--- config.mk ---
export PLATFORM = sky130hd
export DESIGN_NAME = jtkicker_objscan
export DESIGN_NICKNAME = d
export VERILOG_FILES = /design/src/rtl/jtkicker_objscan.sv
export SDC_FILE = /design/constraint.sdc
export NUM_CORES = 1
export LEC_CHECK = 0
export CELL_PAD_IN_SITES_DETAIL_PLACEMENT = 1
export CELL_PAD_IN_SITES_GLOBAL_PLACEMENT = 1
export CORE_ASPECT_RATIO = 1.1
export CORE_MARGIN = 2
export CORE_UTILIZATION = 45
export CTS_CLUSTER_SIZE = 30
export DETAILED_ROUTE_END_ITERATION = 7
export DONT_BUFFER_PORTS = 1
export GPL_TIMING_DRIVEN = 0
export PLACE_DENSITY = 0.75
export SYNTH_ARGS = -nofsm -noshare
export SYNTH_HDL_FRONTEND = slang
export SYNTH_SLANG_ARGS = --single-unit
--- constraint.sdc ---
create_clock -name clk -period 6.2 [get_ports clk]
set_clock_uncertainty 0.05 [all_clocks]
set_input_delay 0.93 -clock clk [delete_from_list [all_inputs] [get_ports clk]]
set_output_delay 0.93 -clock clk [all_outputs]
set_load 0.01 [all_outputs]
--- src/rtl/jtkicker_objscan.sv ---
// jtkicker_objscan: per-line object table scanner feeding hit sprites to a draw engine through a small FIFO
module jtkicker_objscan #(
  parameter int MAXOBJ   = 24,
  parameter int AW       = 7,
  parameter int OBJH     = 16,
  parameter int REV_SCAN = 0,
  parameter int YINV     = 1,
  parameter int YADJ     = 0,
  parameter int MAXLINE  = 24,
  parameter int FIFOD    = 4
)(
  input  logic                      rst,
  input  logic                      clk,
  input  logic                      cen_i,
  input  logic                      hinit_i,
  input  logic [7:0]                vrender_i,
  output logic [AW-1:0]             scan_addr_o,
  input  logic [7:0]                scan_dout_i,
  output logic                      obj_valid_o,
  input  logic                      obj_ready_i,
  output logic [7:0]                obj_code_o,
  output logic [7:0]                obj_xpos_o,
  output logic [7:0]                obj_attr_o,
  output logic [$clog2(OBJH)-1:0]   obj_ysub_o,
  output logic                      scan_done_o,
  output logic                      overflow_o
);
  localparam int IW = AW - 2;
  localparam int YW = $clog2(OBJH);
  localparam int FW = $clog2(FIFOD);
  localparam int CW = FW + 1;
  localparam int HW = $clog2(MAXLINE + 1);
  localparam int EW = 24 + YW;
  localparam logic [IW-1:0] FIRST = IW'(REV_SCAN != 0 ? MAXOBJ - 1 : 0);
  localparam logic [IW-1:0] LAST  = IW'(REV_SCAN != 0 ? 0 : MAXOBJ - 1);

  typedef enum logic [2:0] {IDLE, RDY, RDCODE, RDX, RDATTR} st_t;

  st_t           st_q, st_d;
  logic [IW-1:0] idx_q, idx_d;
  logic [1:0]    byte_q, byte_d;
  logic [HW-1:0] hits_q, hits_d;
  logic [YW-1:0] ysub_q, ysub_d;
  logic [7:0]    code_q, code_d, x_q, x_d;
  logic          inzone_q, inzone_d, done_q, done_d, ovf_q, ovf_d, hin_q;
  logic [EW-1:0] mem_q [FIFOD];
  logic [FW-1:0] wr_q, rd_q;
  logic [CW-1:0] cnt_q;
  logic [7:0]    y, ydiff;
  logic          hin, full, pop, want, stall, push, flush;

  assign obj_valid_o = cnt_q != '0;
  assign {obj_code_o, obj_xpos_o, obj_attr_o, obj_ysub_o} = mem_q[rd_q];
  assign scan_done_o = done_q;
  assign overflow_o  = ovf_q;

  // scan_addr_o presents the byte the next state consumes, so the one-cycle RAM latency lines up
  always_comb begin
    hin      = hin_q | hinit_i;
    y        = (YINV != 0 ? ~scan_dout_i : scan_dout_i) + 8'(YADJ);
    ydiff    = vrender_i - y;
    full     = cnt_q == CW'(FIFOD);
    pop      = cen_i & obj_valid_o & obj_ready_i;
    want     = st_q == RDATTR && inzone_q && hits_q < HW'(MAXLINE);
    stall    = want & full & ~pop;
    st_d     = st_q;
    idx_d    = idx_q;
    byte_d   = byte_q;
    hits_d   = hits_q;
    ysub_d   = ysub_q;
    code_d   = code_q;
    x_d      = x_q;
    inzone_d = inzone_q;
    done_d   = done_q;
    ovf_d    = ovf_q;
    push     = 1'b0;
    flush    = 1'b0;
    if (hin) begin
      st_d   = RDY;
      idx_d  = FIRST;
      byte_d = 2'd0;
      hits_d = '0;
      done_d = 1'b0;
      ovf_d  = st_q != IDLE;
      flush  = 1'b1;
    end else begin
      unique case (st_q)
        RDY: begin
          inzone_d = ydiff[7:YW] == '0;
          ysub_d   = ydiff[YW-1:0];
          byte_d   = 2'd1;
          st_d     = RDCODE;
        end
        RDCODE: begin
          code_d = scan_dout_i;
          byte_d = 2'd2;
          st_d   = RDX;
        end
        RDX: begin
          x_d    = scan_dout_i;
          byte_d = 2'd3;
          st_d   = RDATTR;
        end
        RDATTR: if (!stall) begin
          push   = want;
          hits_d = hits_q + HW'(want);
          ovf_d  = ovf_q | (inzone_q & ~want);
          byte_d = 2'd0;
          done_d = idx_q == LAST;
          st_d   = idx_q == LAST ? IDLE : RDY;
          idx_d  = idx_q == LAST ? idx_q : REV_SCAN != 0 ? idx_q - IW'(1) : idx_q + IW'(1);
        end
        default: ;
      endcase
    end
    scan_addr_o = {idx_d, byte_d};
  end

  always_ff @(posedge clk, posedge rst) begin
    if (rst) begin
      st_q     <= IDLE;
      idx_q    <= '0;
      byte_q   <= '0;
      hits_q   <= '0;
      ysub_q   <= '0;
      code_q   <= '0;
      x_q      <= '0;
      inzone_q <= 1'b0;
      done_q   <= 1'b0;
      ovf_q    <= 1'b0;
      hin_q    <= 1'b0;
      wr_q     <= '0;
      rd_q     <= '0;
      cnt_q    <= '0;
      for (int i = 0; i < FIFOD; i++) mem_q[i] <= '0;
    end else begin
      hin_q <= hin & ~cen_i;
      if (cen_i) begin
        st_q     <= st_d;
        idx_q    <= idx_d;
        byte_q   <= byte_d;
        hits_q   <= hits_d;
        ysub_q   <= ysub_d;
        code_q   <= code_d;
        x_q      <= x_d;
        inzone_q <= inzone_d;
        done_q   <= done_d;
        ovf_q    <= ovf_d;
        if (flush) begin
          wr_q  <= '0;
          rd_q  <= '0;
          cnt_q <= '0;
        end else begin
          if (push) begin
            mem_q[wr_q] <= {code_q, x_q, scan_dout_i, ysub_q};
            wr_q        <= wr_q + FW'(1);
          end
          if (pop) rd_q <= rd_q + FW'(1);
          cnt_q <= cnt_q + CW'(push) - CW'(pop);
        end
      end
    end
  end
endmodule

[Word level (Yosys, flattened, before mapping)]
Cells that the tools add are included.
Operators by class
  add/subtract/negate cells: 7
  $lt $le $gt $ge: 4
  eq/ne operators: 8
  muxes and demuxes: 35
  bitwise logic cells: 16
  reductions and logical operators: 18
Operators by type and width (number)
  $bwmux W112: 1
  $mux W28: 3
  $bmux W28 S2: 1
  $demux W28 S2: 1
  $mux W5: 7
  $reduce_and A3 Y1: 6
  $mux W2: 6
  $pmux W3 S4: 1
  $mux W1: 11
  $mux W3: 3
  $not A8 Y8: 1
  $pmux W2 S4: 1
  $sub A8 B8 Y8: 1
  $and A1 B1 Y1: 6
  $eq A3 B2 Y1 const B: 2
  $eq A3 B3 Y1 const B: 2
  $ge A3 B3 Y1 const B: 2
  $not A2 Y3: 2
  $reduce_bool A2 Y1: 3
  $reduce_bool A3 Y1: 2
  $add A5 B1 Y5: 1
  $add A5 B1 Y5 const B: 1
  $eq A5 B5 Y1 const B: 1
  $lt A5 B5 Y1 const B: 1
  13 further kinds: 22
Storage, ports and cells
  flip-flop bits (word level): 158
  input port bits: 21
  output and inout port bits: 38
  logic and storage cells: 106

[Logic depth before layout (Yosys ltp)]
Gate-level depths: netlist of the first run.
  word-level depth: 11
  mapped depth: 14
  gate-level depth less buffers: 12

[Worst setup path before layout of the first run]
No wires, ideal clock.
  kind: input-to-reg
  start: input port hinit_i
  end: register cnt_q[2]
  library setup time: 0.128 ns
  data arrival time: 2.929 ns
  data required time: 6.022 ns
  path slack: 3.093 ns
  stages: 14
  buffers on the path: 2
  path through: or2_2 clkbuf_1 clkbuf_1 a21oi_1 nand2_1 ha_1 inv_1 ha_1 inv_1 fa_1 xor2_1 o21ai_0 nand2_1 o21ai_0
On the way
  longest elaborated chain between the ends: 5
  elaborated cells on any way between the ends: 6
  classes of those cells: add/sub: 2; mux: 3; bitwise: 1
Ends and longest elaborated chain
  from (decl): line 15  | input logic hinit_i,
  $or A1 B1 Y1 (*): line 59  | hin = hin_q | hinit_i;
  $mux W1: line 78  | if (hin) begin
  $add A3 B1 Y3: line 159  | cnt_q <= cnt_q + CW'(push) - CW'(pop);
  $sub A3 B1 Y3: line 159
  $mux W3 (*): line 149  | if (flush) begin
  to (signal assigned): line 159
  to (decl): line 48  | logic [CW-1:0] cnt_q;
Every way passes the cells marked *; elsewhere a longest branch is shown, timed or not.
A chain may end at the register's enable or synchronous reset.

[Worst setup path in the final report of the first run]
  start: register st_q[1]
  end: output port scan_addr_o[3]
On the way
  longest elaborated chain between the ends: 8
Ends and longest elaborated chain
  from (decl): line 39  | st_t st_q, st_d;
  from (signal assigned): line 139  | st_q <= st_d;
  $eq A3 B3 Y1 (*): line 64, 87
  $logic_and A1 B1 Y1 (2 in a row): line 64  | want = st_q == RDATTR && inzone_q && hits_q < HW'(MAXLINE);
  $and A1 B1 Y1 (2 in a row): line 65  | stall = want & full & ~pop;
  $mux W5: line 104  | RDATTR: if (!stall) begin
  $mux W5 (*): line 87  | unique case (st_q)
  $mux W5 (*): line 78
  to (decl): line 17  | output logic [AW-1:0] scan_addr_o,
Marks and branches as above.

==> flow_summary.json, run 1 <==
{
  "final_common_cell": "dfrtp_1",
  "hp-class": "in2async",
  "wl_microns": 18900,
  "drive_gt1_frac": 0.371,
  "clockBufferDepth": 2,
  "p_sw_mw": 0.659,
  "vias_per_cell": 5.70,
  "overflow": 0,
  "async_flop_share": 1.00,
  "place_inst": 771,
  "setup.worst_path.class": "reg2out",
  "design.core.area_sq_um": 17000,
  "cts.sinks": 158,
  "ys_ff_latch": 158,
  "rows": 50,
  "synthTopCellsByArea": "dfrtp_1 (51%), mux2_4 (15%), mux4_2 (8.1%), mux2_2 (6.9%), ha_1 (2.6%)",
  "finalCriticalPeriod_ns": 3.69,
  "synth_ff_type": "dfrtp_1",
  "sequentialPowerShare": 0.479,
  "clockPowerShare": 0.440,
  "route.detailed.drc": 0,
  "area_growth_pct": 12.0,
  "cts_tree": "built",
  "slew_headroom": 0.266,
  "cp_max_fo": 10,
  "synth_fp_nets": 575,
  "globalRouteTotalUtil": 0.219,
  "cts_resized": 0,
  "placement.io_buffers": 0,
  "rsz0062_at_grt": "false",
  "place_congestion": 0.829,
  "yosysSeqAreaShare": 0.507,
  "n_antenna_cell": 0,
  "crit_arrival_ns": 2.71,
  "fin_nets": 595,
  "die_w_microns": 130,
  "maxCapViolCount": 0,
  "fin_crit_sh": 0.595,
  "yosys_warnings": 0,
  "synth_top_area_frac": 0.507,
  "die_h_microns": 142,
  "holdWs_ns": 0.353,
  "grt_pass1_vias": 5316,
  "start_util": 0.458,
  "fmax_mhz": 271,
  "die-area_sq_um": 18400,
  "yosysTopAreaCell": "dfrtp_1",
  "syn-cell-area_sq_um": 7800,
  "io_pins": 59,
  "postSynthAreaPerCell_sq_um": 14.5,
  "ctsHoldBuffers": 0,
  "intPower_mw": 1.84,
  "cts.clk_slew.worst_paths_ns": 0.07,
  "cts_setup_buffers": 0,
  "num_vias": 4576,
  "cts_max_level": 4,
  "power_density_nw_per_um2": 286,
  "hold_viol": 0,
  "combPwrFrac": 0.081,
  "p_sw_frac": 0.263,
  "final_cell_mix": "dfrtp_1 (158), mux2_4 (80), mux2_2 (48)",
  "drt-pass1-iter-count": 6,
  "netlist_instances": 536,
  "wl_per_cell_microns": 23.5,
  "final_cells": 803,
  "drt-initial-drc-count": 175,
  "start_kind": "flip-flop",
  "final_antenna_net_count": 0,
  "grt_first_pass_wirelength_microns": 30300,
  "cts_root_buf": "clkbuf_16",
  "clk_latency_ns": 0.43,
  "drv_slew": 0,
  "cts_buffers": 17,
  "run_status": "finished clean",
  "yosysUniqueCellTypes": 58,
  "ir_worst_vdd_uv": 205,
  "end_kind": "primary output",
  "grt_start_max_net_pins": 103,
  "antenna_found_initial": 1,
  "worst_pin_slew_ns": 1.09,
  "post-dp-hpwl_microns": 12500,
  "setup_viol": 0,
  "synth_edf_count": 0,
  "p_leak_nw": 4.28,
  "crit_required_ns": 5.22
}
## kinds of logic (layout without fill, tap and decap cells)
logic type,after synthesis,after routing,synth area share
simple gates,86,86,0.0639
xor+xnor,3,3,0.00337
buf+inv,40,73,0.0278
mux,157,157,0.305
compound gates,74,74,0.0618
flops,158,158,0.507
fa+ha+maj,18,18,0.0308
## final cells by class
| type | count | area (sq um) |
|---|---|---|
| buffer | 27 | 168 |
| clock buffer | 18 | 429 |
| fill | 1681 | 8280 |
| inverter | 13 | 53.8 |
| timing repair buffer | 1 | 27.5 |
| sequential | 158 | 3950 |
| multi-input combinational | 338 | 3630 |
| clock inverter | 14 | 183 |
| tap | 234 | 293 |
## worst max-delay path, stage by stage, from the launching register on
cell and delay (ns):
dfrtp_1 0.37, clkbuf_1 0.19, or3b_2 0.47, buf_2 0.19, a31oi_1 0.22, clkbuf_1 0.40
nand3_1 0.17, a21oi_1 0.26
## stage by stage
stage	setup TNS, ns	cell area (sq um)	utilization	setup WS, ns	total power [mW]
after floorplan	0	7800	-	0.957	1.34
after global placement	-67.07	8090	0.476	-0.435	1.39
after detailed placement	0	8120	0.477	2.66	1.42
after CTS	0	8740	0.513	2.47	2.53
after global routing	0	8740	0.513	2.35	2.60
final	0	8740	0.513	2.51	2.50
## Yosys cell counts, types with 2 or more instances
| library cell | number |
|---|---|
| or3b_2 | 2 |
| nor3b_1 | 3 |
| nor3_1 | 3 |
| ha_1 | 16 |
| nand2b_1 | 3 |
| xnor2_1 | 2 |
| mux2_4 | 80 |
| or4_1 | 5 |
| a21oi_1 | 16 |
| or3_1 | 4 |
| nand2_4 | 4 |
| fa_1 | 2 |
| nand4_1 | 2 |
| buf_6 | 8 |
| nand3_1 | 17 |
| o22ai_1 | 2 |
| a22o_1 | 3 |
| buf_1 | 3 |
| a41oi_1 | 2 |
| clkbuf_1 | 13 |
| o21ai_0 | 24 |
| a21bo_2 | 2 |
| o211ai_1 | 4 |
| a32o_1 | 3 |
| nor2b_1 | 5 |
| mux2_2 | 48 |
| mux4_2 | 28 |
| nand2_1 | 22 |
| nor2_1 | 9 |
| a31oi_1 | 4 |
| o21a_1 | 2 |
| dfrtp_1 | 158 |
| inv_1 | 12 |
## state kept, by name, summed over array words and instances (netlist names)
signal and cells:
mem_q 112, code_q 8, x_q 8, hits_q 5
idx_q 5, ysub_q 4, cnt_q 3, st_q 3
byte_q 2, rd_q 2, wr_q 2, hin_q 1
inzone_q 1, overflow_o 1, scan_done_o 1
## power by group through the flow
stage	combinational (mW)	sequential (mW)	clock, mW
after floorplan	0.163	1.18	0
after global placement	0.187	1.20	0
after detailed placement	0.202	1.22	0
after CTS	0.205	1.20	1.12
after global routing	0.226	1.21	1.16
final	0.202	1.20	1.10
## layer usage
metal	up-vias	wire length [microns]	GRT usage
met2	82	9770	0.386
li1	2040	-	-
met1	2430	7790	0.258
met4	2	270	0.0589
met3	22	1010	0.0707
met5	-	11	0
## worst paths after layout
path | startpoint | to | slack [ns] | depth (start not counted)
max | st_q[1]$_DFFE_PP0P_ | scan_addr_o[3] | 2.51 | 7
min | rst | mem_q[71]$_DFFE_PP0P_ | 0.35 | 1
max reg2reg | hin_q$_DFF_PP0_ | cnt_q[2]$_DFFE_PP0P_ | 3.18 | 14
min reg2reg | mem_q[54]$_DFFE_PP0P_ | mem_q[54]$_DFFE_PP0P_ | 0.45 | 1
max in group asynchronous | rst | overflow_o$_DFFE_PP0P_ | 4.87 | 2
min in group clk | mem_q[54]$_DFFE_PP0P_ | mem_q[54]$_DFFE_PP0P_ | 0.45 | 1
Power figures use the tool's default switching activity.
==> inputs of run 2 (changes only) <==
==> constraint.sdc (replaced) <==
create_clock -name clk -period 3.5 [get_ports clk]
set_clock_uncertainty 0.05 [all_clocks]
set_input_delay 0.525 -clock clk [delete_from_list [all_inputs] [get_ports clk]]
set_output_delay 0.525 -clock clk [all_outputs]
set_load 0.01 [all_outputs]
==> run 2 against run 1 <==
Against the previous run: the flow now finishes with violations (hold timing); first-iteration DRC count up 17%; setup slack worse by 2.2 ns; largest power group unchanged; highest routed layer is now met4; clock power up 71%.
==> flow_summary.json, run 2 (synthesized netlist as in run 1, its figures left out) <==
{
  "path_buf_inv": 2,
  "num_vias": 4660,
  "final_core_util": 0.517,
  "antenna_found_initial": 1,
  "vias_per_cell": 5.79,
  "wl_per_cell_microns": 23.6,
  "slew_headroom": 0.270,
  "cts_max_level": 4,
  "globalRouteTotalUtil": 0.217,
  "maxCapViolCount": 0,
  "crit_slowest_cell": "or3b_2",
  "path_delay_family": "simple AND/OR/NAND/NOR gates",
  "drt-pass1-iter-count": 4,
  "route.detailed.drc": 0,
  "fmax_mhz": 312,
  "worst_pin_slew_ns": 1.08,
  "rsz0062_at_grt": "false",
  "clk_latency_ns": 0.42,
  "cts.sinks": 158,
  "register_area_sq_um": 3950,
  "die_h_microns": 142,
  "wl_microns": 19000,
  "setup_tns_ns": 0,
  "io_pins": 59,
  "setup_viol": 0,
  "combPwrFrac": 0.086,
  "holdWs_ns": -0.00115,
  "fill_cells": 1665,
  "p_sw_frac": 0.251,
  "worstPathCellList": "clkbuf_1, or3b_2, buf_2, a31o_2, or4_1, a21oi_1",
  "final_cell_mix": "dfrtp_1 (158), mux2_4 (80), mux2_2 (48)",
  "power_density_nw_per_um2": 498,
  "largest_register_ffs": 112,
  "placement.io_buffers": 0,
  "drv_slew": 0,
  "worstReg2RegStart": "st_q[1]$_DFFE_PP0P_",
  "cp_max_fo": 9,
  "start_kind": "flip-flop",
  "setup.worst_path.class": "reg2out",
  "fin_crit_sh": 0.916,
  "drt-initial-drc-count": 204,
  "violations": "hold timing",
  "area_growth_pct": 12.8,
  "cts_resized": 0,
  "die_w_microns": 130,
  "sequentialPowerShare": 0.486,
  "grt_first_pass_wirelength_microns": 30000,
  "overflow": 0,
  "start_util": 0.458,
  "grt_pass1_vias": 5176,
  "final_common_cell": "dfrtp_1",
  "clockPowerShare": 0.428,
  "ir_worst_vdd_uv": 390,
  "cts_buffers": 17,
  "clockBufferDepth": 2,
  "intPower_mw": 3.28,
  "reg_top3": "mem_q (112), code_q (8), x_q (8)",
  "crit_arrival_ns": 2.63,
  "cts_root_buf": "clkbuf_16",
  "p_leak_nw": 4.31,
  "place_congestion": 0.817,
  "hp-class": "in2async",
  "die-area_sq_um": 18400,
  "design.core.area_sq_um": 17000,
  "grt_start_max_net_pins": 45,
  "cts.clk_slew.worst_paths_ns": 0.06,
  "finalCriticalPeriod_ns": 3.21,
  "hold_viol": 3,
  "post-dp-hpwl_microns": 12700,
  "crit_required_ns": 2.92,
  "final_antenna_net_count": 0,
  "rows": 50,
  "fin_nets": 598,
  "crit_path_start": "st_q[1]$_DFFE_PP0P_",
  "cts_tree": "built",
  "drive_gt1_frac": 0.373,
  "run_status": "finished with violations",
  "multi_input_area_sq_um": 3630,
  "p_sw_mw": 1.10,
  "cts_setup_buffers": 0,
  "ctsHoldBuffers": 0,
  "cp_slowest_stage_delay_ns": 0.47,
  "n_antenna_cell": 0,
  "end_kind": "primary output",
  "regMostFlops": "mem_q"
}
-- run 2: worst paths after layout --
path / end / cells past startpoint / slack [ns]
min: mem_q[101]$_DFFE_PP0P_ / 1 / -0.001
max reg2reg: cnt_q[2]$_DFFE_PP0P_ / 14 / 0.46
min reg2reg: mem_q[25]$_DFFE_PP0P_ / 1 / 0.45
min in group clk: mem_q[37]$_DFFE_PP0P_ / 1 / 0.20
max in group asynchronous: byte_q[0]$_DFFE_PP0P_ / 4 / 2.29
max: scan_addr_o[5] / 6 / 0.29
-- run 2: area by class of cell --
class                      count  area share
buffer                        27      0.0191
clock buffer                  23      0.0566
clock inverter                 8      0.0120
inverter                      13     0.00598
multi-input combinational    338       0.413
sequential                   158       0.450
tap                          234      0.0333
timing repair buffer           4      0.0108
-- run 2: stage by stage --
stage | power, mW | cell area (sq um) | setup WS [ns] | cells | hold WS [ns]
3_5_place_dp | 2.53 | 8190 | 0.351 | 774 | 0.437
3_3_place_gp | 2.46 | 8100 | 0.231 | 770 | 0.431
5_1_grt | 4.55 | 8790 | 0.0797 | 805 | 0.0205
2_1_floorplan | 2.38 | 7800 | 0.798 | 536 | 0.416
4_1_cts | 4.42 | 8790 | 0.235 | 805 | 0.00479
6_report | 4.38 | 8790 | 0.293 | 805 | -0.00115
-- run 2: layer usage --
layer	wire (microns)	track usage
met1	8300	0.274
met2	9520	0.362
met3	821	0.0598
met4	360	0.0702
met5	0	0
-- run 2: power groups by stage --
stage	clock (mW)	combinational [mW]	sequential [mW]
CTS	1.91	0.382	2.13
finish	1.88	0.377	2.13
global route	1.99	0.414	2.15
global placement	0	0.334	2.13
detailed placement	0	0.373	2.15
floorplan	0	0.288	2.09
